==> src/rtl/sdc_pkg.sv <==
// sdc_pkg: shared constants, state encoding and the CRC7 step used by the SD command path.
package sdc_pkg;
    localparam int FRAME_BITS   = 48;
    localparam int CRC_BITS     = 7;
    localparam int PAYLOAD_BITS = 40;
    localparam logic [CRC_BITS-1:0] CRC7_POLY = 7'h09;

    typedef enum logic [2:0] {IDLE, CRC, LOAD, SHIFT, GAP} state_t;

    function automatic logic [CRC_BITS-1:0] crc7_next(input logic [CRC_BITS-1:0] c, input logic b);
        return {c[CRC_BITS-2:0], 1'b0} ^ ({CRC_BITS{c[CRC_BITS-1] ^ b}} & CRC7_POLY);
    endfunction
endpackage

==> src/rtl/sdc_crc7_serial.sv <==
// sdc_crc7_serial: bit-serial CRC7 (x^7+x^3+1, init 0), one bit per enabled cycle.
module sdc_crc7_serial
    import sdc_pkg::*;
(
    input  logic                clk,
    input  logic                reset,
    input  logic                clr,
    input  logic                en,
    input  logic                din,
    output logic [CRC_BITS-1:0] crc
);
    always_ff @(posedge clk)
        if (reset || clr) crc <= '0;
        else if (en) crc <= crc7_next(crc, din);
endmodule

==> src/rtl/sdc_cmd_sequencer.sv <==
// sdc_cmd_sequencer: builds a 48-bit SD command frame with CRC7, loads and shifts it out,
// then holds the CMD line idle for GAP_CYCLES before accepting the next command.
module sdc_cmd_sequencer
    import sdc_pkg::*;
#(
    parameter int GAP_CYCLES = 8
) (
    input  logic                  clk,
    input  logic                  reset,
    input  logic                  start,
    input  logic [5:0]            cmd_index,
    input  logic [31:0]           cmd_arg,
    output logic                  busy,
    output logic                  done,
    output logic [FRAME_BITS-1:0] full_cmd,
    output logic                  load_cmd,
    output logic                  shift_cmd,
    output logic                  cmd_oe
);
    state_t                    state;
    logic [5:0]                idx;
    logic [31:0]               arg;
    logic [5:0]                bit_cnt;
    logic [7:0]                gap_cnt;
    logic [CRC_BITS-1:0]       crc;
    logic [PAYLOAD_BITS-1:0]   payload;
    logic [5:0]                bit_idx;
    logic                      accept;

    assign payload = {2'b01, idx, arg};
    assign bit_idx = 6'(PAYLOAD_BITS - 1) - bit_cnt;
    assign accept  = (state == IDLE) && start;

    sdc_crc7_serial u_crc (
        .clk   (clk),
        .reset (reset),
        .clr   (accept),
        .en    (state == CRC),
        .din   (payload[bit_idx]),
        .crc   (crc)
    );

    always_ff @(posedge clk) begin
        if (reset) begin
            state     <= IDLE;
            idx       <= '0;
            arg       <= '0;
            bit_cnt   <= '0;
            gap_cnt   <= '0;
            busy      <= 1'b0;
            done      <= 1'b0;
            full_cmd  <= '0;
            load_cmd  <= 1'b0;
            shift_cmd <= 1'b0;
            cmd_oe    <= 1'b0;
        end else begin
            load_cmd <= 1'b0;
            done     <= 1'b0;
            case (state)
                IDLE: if (start) begin
                    idx     <= cmd_index;
                    arg     <= cmd_arg;
                    bit_cnt <= '0;
                    busy    <= 1'b1;
                    state   <= CRC;
                end
                CRC: begin
                    bit_cnt <= bit_cnt + 6'd1;
                    if (bit_cnt == 6'(PAYLOAD_BITS - 1)) begin
                        // the last payload bit is folded in here since the CRC register lags by one edge
                        full_cmd <= {payload, crc7_next(crc, payload[0]), 1'b1};
                        load_cmd <= 1'b1;
                        bit_cnt  <= '0;
                        state    <= LOAD;
                    end
                end
                LOAD: begin
                    shift_cmd <= 1'b1;
                    cmd_oe    <= 1'b1;
                    state     <= SHIFT;
                end
                SHIFT: begin
                    bit_cnt <= bit_cnt + 6'd1;
                    if (bit_cnt == 6'(FRAME_BITS - 1)) begin
                        shift_cmd <= 1'b0;
                        cmd_oe    <= 1'b0;
                        bit_cnt   <= '0;
                        gap_cnt   <= '0;
                        done      <= (GAP_CYCLES == 1);
                        state     <= GAP;
                    end
                end
                GAP: begin
                    gap_cnt <= gap_cnt + 8'd1;
                    if (gap_cnt == 8'(GAP_CYCLES - 1)) begin
                        busy  <= 1'b0;
                        state <= IDLE;
                    end else begin
                        done <= (gap_cnt == 8'(GAP_CYCLES - 2));
                    end
                end
                default: state <= IDLE;
            endcase
        end
    end
endmodule

==> config.mk <==
export PLATFORM = sky130hd
export DESIGN_NAME = sdc_cmd_sequencer
export DESIGN_NICKNAME = d
export VERILOG_FILES = /design/src/rtl/sdc_pkg.sv /design/src/rtl/sdc_crc7_serial.sv /design/src/rtl/sdc_cmd_sequencer.sv
export SDC_FILE = /design/constraint.sdc
export NUM_CORES = 1
export LEC_CHECK = 0
export CAP_MARGIN = 20
export CORE_AREA = 3 3 97 99
export DETAILED_ROUTE_END_ITERATION = 16
export DIE_AREA = 0 0 100 102
export DONT_BUFFER_PORTS = 1
export PLACE_DENSITY = 0.71
export SYNTH_ARGS = -nofsm -noshare
export SYNTH_HDL_FRONTEND = slang
export SYNTH_SLANG_ARGS = --single-unit
==> constraint.sdc <==
create_clock -name clk -period 2.57 [get_ports clk]
set_input_delay 0.257 -clock clk [delete_from_list [all_inputs] [get_ports clk]]
set_output_delay 0.257 -clock clk [all_outputs]
set_load 0.005 [all_outputs]
# Word level (Yosys, flattened, before mapping)
# Index checks and enable logic that the tools add are counted.
[op_classes]
n_mux = 19
magnitude_cmp = 1
n_reduce_logical = 16
add_sub_neg = 3
eq_ne = 12
n_bitwise = 6
[ops]
columns = ["cell", "n"]
rows = [
  ["$mux 6", 3],
  ["$pmux 6 s3", 1],
  ["$eq 8x3->1 const B", 2],
  ["$pmux 8 s2", 1],
  ["$pmux 3 s5", 1],
  ["$xor 7x4->7", 2],
  ["$eq 6x6->1 const B", 2],
  ["$mux 3", 4],
  ["$reduce_and 2->1", 5],
  ["$add 8x1->8 const B", 1],
  ["$mux 8", 1],
  ["$ne 2x2->1 const B", 4],
  ["$lt 6x7->1 const B", 1],
  ["$add 6x1->6 const B", 1],
  ["$bmux 1 s6", 1],
  ["$eq 3x2->1 const B", 2],
  ["$reduce_bool 2->1", 3],
  ["$sub 6x6->6 const A", 1],
  ["$mux 1", 5],
  ["$pmux 1 s2", 2],
  ["$reduce_and 4->1", 1],
  ["$eq 3x1->1 const B", 1],
  ["$eq 3x3->1 const B", 1],
  ["$logic_not 3->1", 1],
  ["other kinds (8)", 10],
]
[totals]
word_cells = 68
register_bits = 113
input_bits = 41

# Depth between registers and ports, before layout
# Gate-level depths: netlist of the first run.
[depth]
depth_word = 5
ltp_mapped = 9

# Hierarchy
# A second synthesis of the first run with hierarchy kept.
[hier_totals]
hier_cells = 468
hier_area_um2 = 4425.5
[modules_own_cells]
columns = ["module", "cells_per_inst", "area_each_um2", "seq_area_each_um2", "instances"]
rows = [
  ["sdc_cmd_sequencer", 440, 4149.0, 2102.0, 1],
  ["sdc_crc7_serial", 28, 276.5, 140.1, 1],
]

# Worst setup path before layout of the first run
# No wires, ideal clock.
[synth_path]
path_kind = "register to register"
start = "register bit_cnt[0]"
end = "register u_crc.crc[3]"
setup_slack_ns = 0.577
required_ns = 2.491
setup_time_ns = 0.079
period_less_slack_ns = 1.993
t_arrival_ns = 1.913
stages_incl_launch_ff = 8
path_cell_list = "dfxtp_1 > buf_6 > buf_6 > mux4_2 > a221oi_2 > nand3_2 > mux2_4 > a211oi_2"
[synth_via]
elab_chain_len = 5
[synth_rtl]
columns = ["item", "line", "source"]
rows = [
  ["start: declaration", "sdc_cmd_sequencer.sv:23", "logic [5:0] bit_cnt;"],
  ["start signal: assignment", "sdc_cmd_sequencer.sv:68", "bit_cnt <= bit_cnt + 6'd1;"],
  ["start signal: assignment", "sdc_cmd_sequencer.sv:83", "bit_cnt <= bit_cnt + 6'd1;"],
  ["$sub 6x6->6", "sdc_cmd_sequencer.sv:31", "assign bit_idx = 6'(PAYLOAD_BITS - 1) - bit_cnt;"],
  ["$bmux 1 s6", "sdc_cmd_sequencer.sv:39", ".din (payload[bit_idx]),"],
  ["$mux 1 (implied by the code)", "sdc_cmd_sequencer.sv:39", ""],
  ["$xor 1x1->1", "sdc_pkg.sv:11", "return {c[CRC_BITS-2:0], 1'b0} ^ ({CRC_BITS{c[CRC_BITS-1] ^ b}} & CRC7_POLY);"],
  ["$xor 7x4->7", "sdc_pkg.sv:11", ""],
  ["end signal: assignment", "sdc_crc7_serial.sv:14", "else if (en) crc <= crc7_next(crc, din);"],
  ["end: declaration", "sdc_crc7_serial.sv:10", "output logic [CRC_BITS-1:0] crc"],
]
# Every way passes these cells. The select of a mux whose other input is x is not followed.
# A chain may end at the register's enable or synchronous reset.

# Worst setup path in the final report of the first run
[layout_path]
start = "register bit_cnt[0]"
end = "register full_cmd[29]"
[layout_via]
elab_chain_len = 2
[layout_rtl]
columns = ["item", "line", "source"]
rows = [
  ["$eq 6x6->1", "sdc_cmd_sequencer.sv:69", "if (bit_cnt == 6'(PAYLOAD_BITS - 1)) begin"],
  ["$reduce_and 2->1 (no line)", "-", ""],
  ["end signal: assignment", "sdc_cmd_sequencer.sv:71", "full_cmd <= {payload, crc7_next(crc, payload[0]), 1'b1};"],
  ["end: declaration", "sdc_cmd_sequencer.sv:15", "output logic [FRAME_BITS-1:0] full_cmd,"],
]
# Every way passes these cells.

==> results of run 1 <==
-- layout make-up --
cell class                 count  area, um2  area share
clock buffer                  10        138      0.0280
clock inverter                 6       66.3      0.0135
multi-input combinational    416       2200       0.449
timing repair buffer          11        108      0.0219
sequential                   112       2240       0.457
tap                          108        135      0.0275
inverter                       4       15.0     0.00306
-- registers in the layout (all words and copies together) (netlist names) --
name       cells
load_cmd       1
bit_cnt        6
cmd_oe         1
idx            6
u_crc.crc      7
gap_cnt        8
arg           32
state          3
done           1
full_cmd      46
busy           1
-- stage by stage --
stage / std cells / hold WS, ps / total power, W
finish: 667 / 9.71 / 0.00311
global route: 667 / 0.861 / 0.00322
CTS: 667 / 0.667 / 0.00312
detailed placement: 648 / 336 / 0.00204
global placement: 648 / 335 / 0.00203
floorplan: 577 / 393 / 0.00202
-- repair_timing --
| action | 4_1_cts | 5_1_grt |
|---|---|---|
| resized for setup | 0 | 1 |
| hold endpoints to repair | 106 | 0 |
| endpoints found under the setup margin | 0 | 1 |
| hold buffers | 3 | 0 |
-- metal layers --
| metal | track usage | vias to the layer above |
|---|---|---|
| met5 | 0 | - |
| met4 | 0.0684 | 0 |
| met3 | 0.0560 | 19 |
| met2 | 0.347 | 91 |
| met1 | 0.272 | 1787 |
| li1 | - | 1875 |
-- critical path, stage by stage (launching register included) --
cell and delay, ps:
dfxtp_1 540, buf_4 240, and3_2 230, nand4b_1 250, or2_2 690, nand2_1 190
a21oi_1 90
-- synth_stat cells (4+ instances only) --
cell type / instances / share of area
nand2_1: 191 / 0.15
dfxtp_1: 112 / 0.48
a21oi_1: 101 / 0.11
nor2_1: 30 / 0.024
clkbuf_1: 28 / 0.023
buf_2: 10 / 0.011
mux2i_1: 10 / 0.021
nand3_1: 7 / 0.0075
nor3_1: 7 / 0.0075
mux4_1: 6 / 0.034
o21ai_0: 6 / 0.0064
buf_4: 5 / 0.0081
ha_1: 5 / 0.013
a31oi_1: 4 / 0.0054
inv_1: 4 / 0.0032
or2_2: 4 / 0.0054
xor2_1: 4 / 0.0075
-- cell usage in the layout, fill, tap and decap left out, types with 6 or more instances in the layout --
| cell type | count |
|---|---|
| nand2_1 | 191 |
| mux2i_1 | 10 |
| a21oi_1 | 101 |
| o21ai_0 | 6 |
| dfxtp_1 | 112 |
| nand3_1 | 7 |
| mux4_1 | 6 |
| buf_4 | 8 |
| nor3_1 | 6 |
| nor2_1 | 29 |
| clkbuf_8 | 10 |
-- cells by family (layout without fill, tap and decap cells) --
group | after synthesis | count (layout) | share of synthesized area
mux | 19 | 19 | 0.0658
fa+ha+maj | 5 | 5 | 0.0134
other cells | 1 | 1 | 0.000805
xor+xnor | 6 | 6 | 0.0113
buf+inv | 49 | 31 | 0.0494
simple gates | 261 | 261 | 0.232
flops | 112 | 112 | 0.481
compound gates | 124 | 124 | 0.145
-- path summary, 6_finish.rpt --
check                                    to  slack (ps)  depth (start not counted)
setup / recovery  full_cmd[29]$_SDFFE_PP0P_         220                          6
hold / removal          arg[9]$_SDFFE_PP0P_          10                          2
setup reg to reg  full_cmd[29]$_SDFFE_PP0P_         220                          6
hold reg to reg   full_cmd[33]$_SDFFE_PP0P_         470                          2
-- where the power goes --
part           switching, W  internal [W]  leakage [nW]
registers         0.0000395       0.00178         0.909
clock network      0.000600      0.000480        0.0949
logic              0.000129     0.0000827         0.692
==> impl_results.md, run 1 <==
* Post-CTS Setup Inserts at 0
* Hold WC Path Type: in2reg
* Max Cap Viol at 0
* Fin crit share at 0.915
* Overall routing resource usage at 0.211
* CTS Root Cell: clkbuf_8
* Peak Freq at 0.425 GHz
* RSZ-0062 raised after global routing: false
* Met3 wire length at around 630 um
* Die width at 100 um
* Worst-margin pin slew at 876 ps
* CTS H-tree depth at 3
* Sequential area share after synthesis at 0.481
* Syn-to-layout area delta at 5.37%
* Via count at 3,772
* Post-Route Utilization at 0.568
* Post-Place Worst Slack at 253 ps
* Worst VDD drop at roughly 0.55 mV
* Initial antenna violation count at 0
* First-pass GRT wire length at 17.5 mm
* Mapped cell area at about 0.0047 mm2
* Ys async rst share at 0
* Drt first-iter violations at 285
* WL per Instance at ~16 um
* Synth warn at 0
* Largest net degree at the start of global routing at about 110
* Final hold violation count at 0
* Synth Register Bits at around 110
* DRC at 0
* Setup slack after layout at 218 ps
* Dpl hpwl at 7.08 mm
* Setup TNS at 0 ps
* Overall routed net length at 10.6 mm
* Pleak at 1.70 nW
* Clock Path Buffers at 2
* Post-synth top flop: dfxtp_1
* Initial core utilization at 0.539
* CP Capture Type: flop
* DR top layer: met4
* Post-synth EDFFs at 0
* CP arrival at about 2600 ps
* FP Rows at 34
* WL met1 at 4.59 mm
* Die area at 0.0102 mm2
* CTS tree: done
* Port-buffer cells at 0
* Nets at 600
* Finished Cell Area at slightly below 0.005 mm2
* DRT antenna net count at 0
* Layout cells sized above 1 at 0.0751
* Crit Path Category: reg2reg
* Antenna Cells at 0
* Mapped Avg Cell Area at between 8 and 9 um2
* Vias in the first global route at around 3.7k
* Req. time, crit path at between 2000 and 3000 ps
* Clk_lat worst skew at ~370 ps
* Finish-stage setup viols at 0
* Die Y-Extent at between 100 and 150 um
* Synth unique cells at 45
* Layout fillers at 810
* Drt pass-1 iters at 4
* P per Cell Area at between 600 and 700 mW/mm2
* Rel. slew slack at 0.416
* Crit path max fanout at 45
* Mapped Cells at a little under 600
* R2r startpoint: bit_cnt[0]$_SDFFE_PP0P_
* Synth Net Count at 623
* CORE AREA at 0.00864 mm2
* WL met2 at 5.16 mm
* Gpl congestion at 0.890
* Clock Skews at 12.1 ps
* Status: complete, no violations
* TritonCTS Buffers at 9
* I/O pin cnt at 94
* Clock transition at the registers of the reported paths at 110 ps
* CTS Sinks at roughly 110
* Critical path origin: bit_cnt[0]$_SDFFE_PP0P_
* Hold path start: cmd_arg[9]
* Min cycle time layout at 2350 ps
* Slew Viols, Final at 0
* Overflow after GRT at 0
* Cell Area, Placed at approximately 0.0047 mm2
* Crit path launch type: flop
* Via density at 5.66
Power figures use the tool's default switching activity.
==> run 2: changes to the inputs <==
Settings changed: SKIP_LAST_GASP set to 1.
==> results of run 2 <==
Final layout, timing and power as in run 1 (identical DEF).
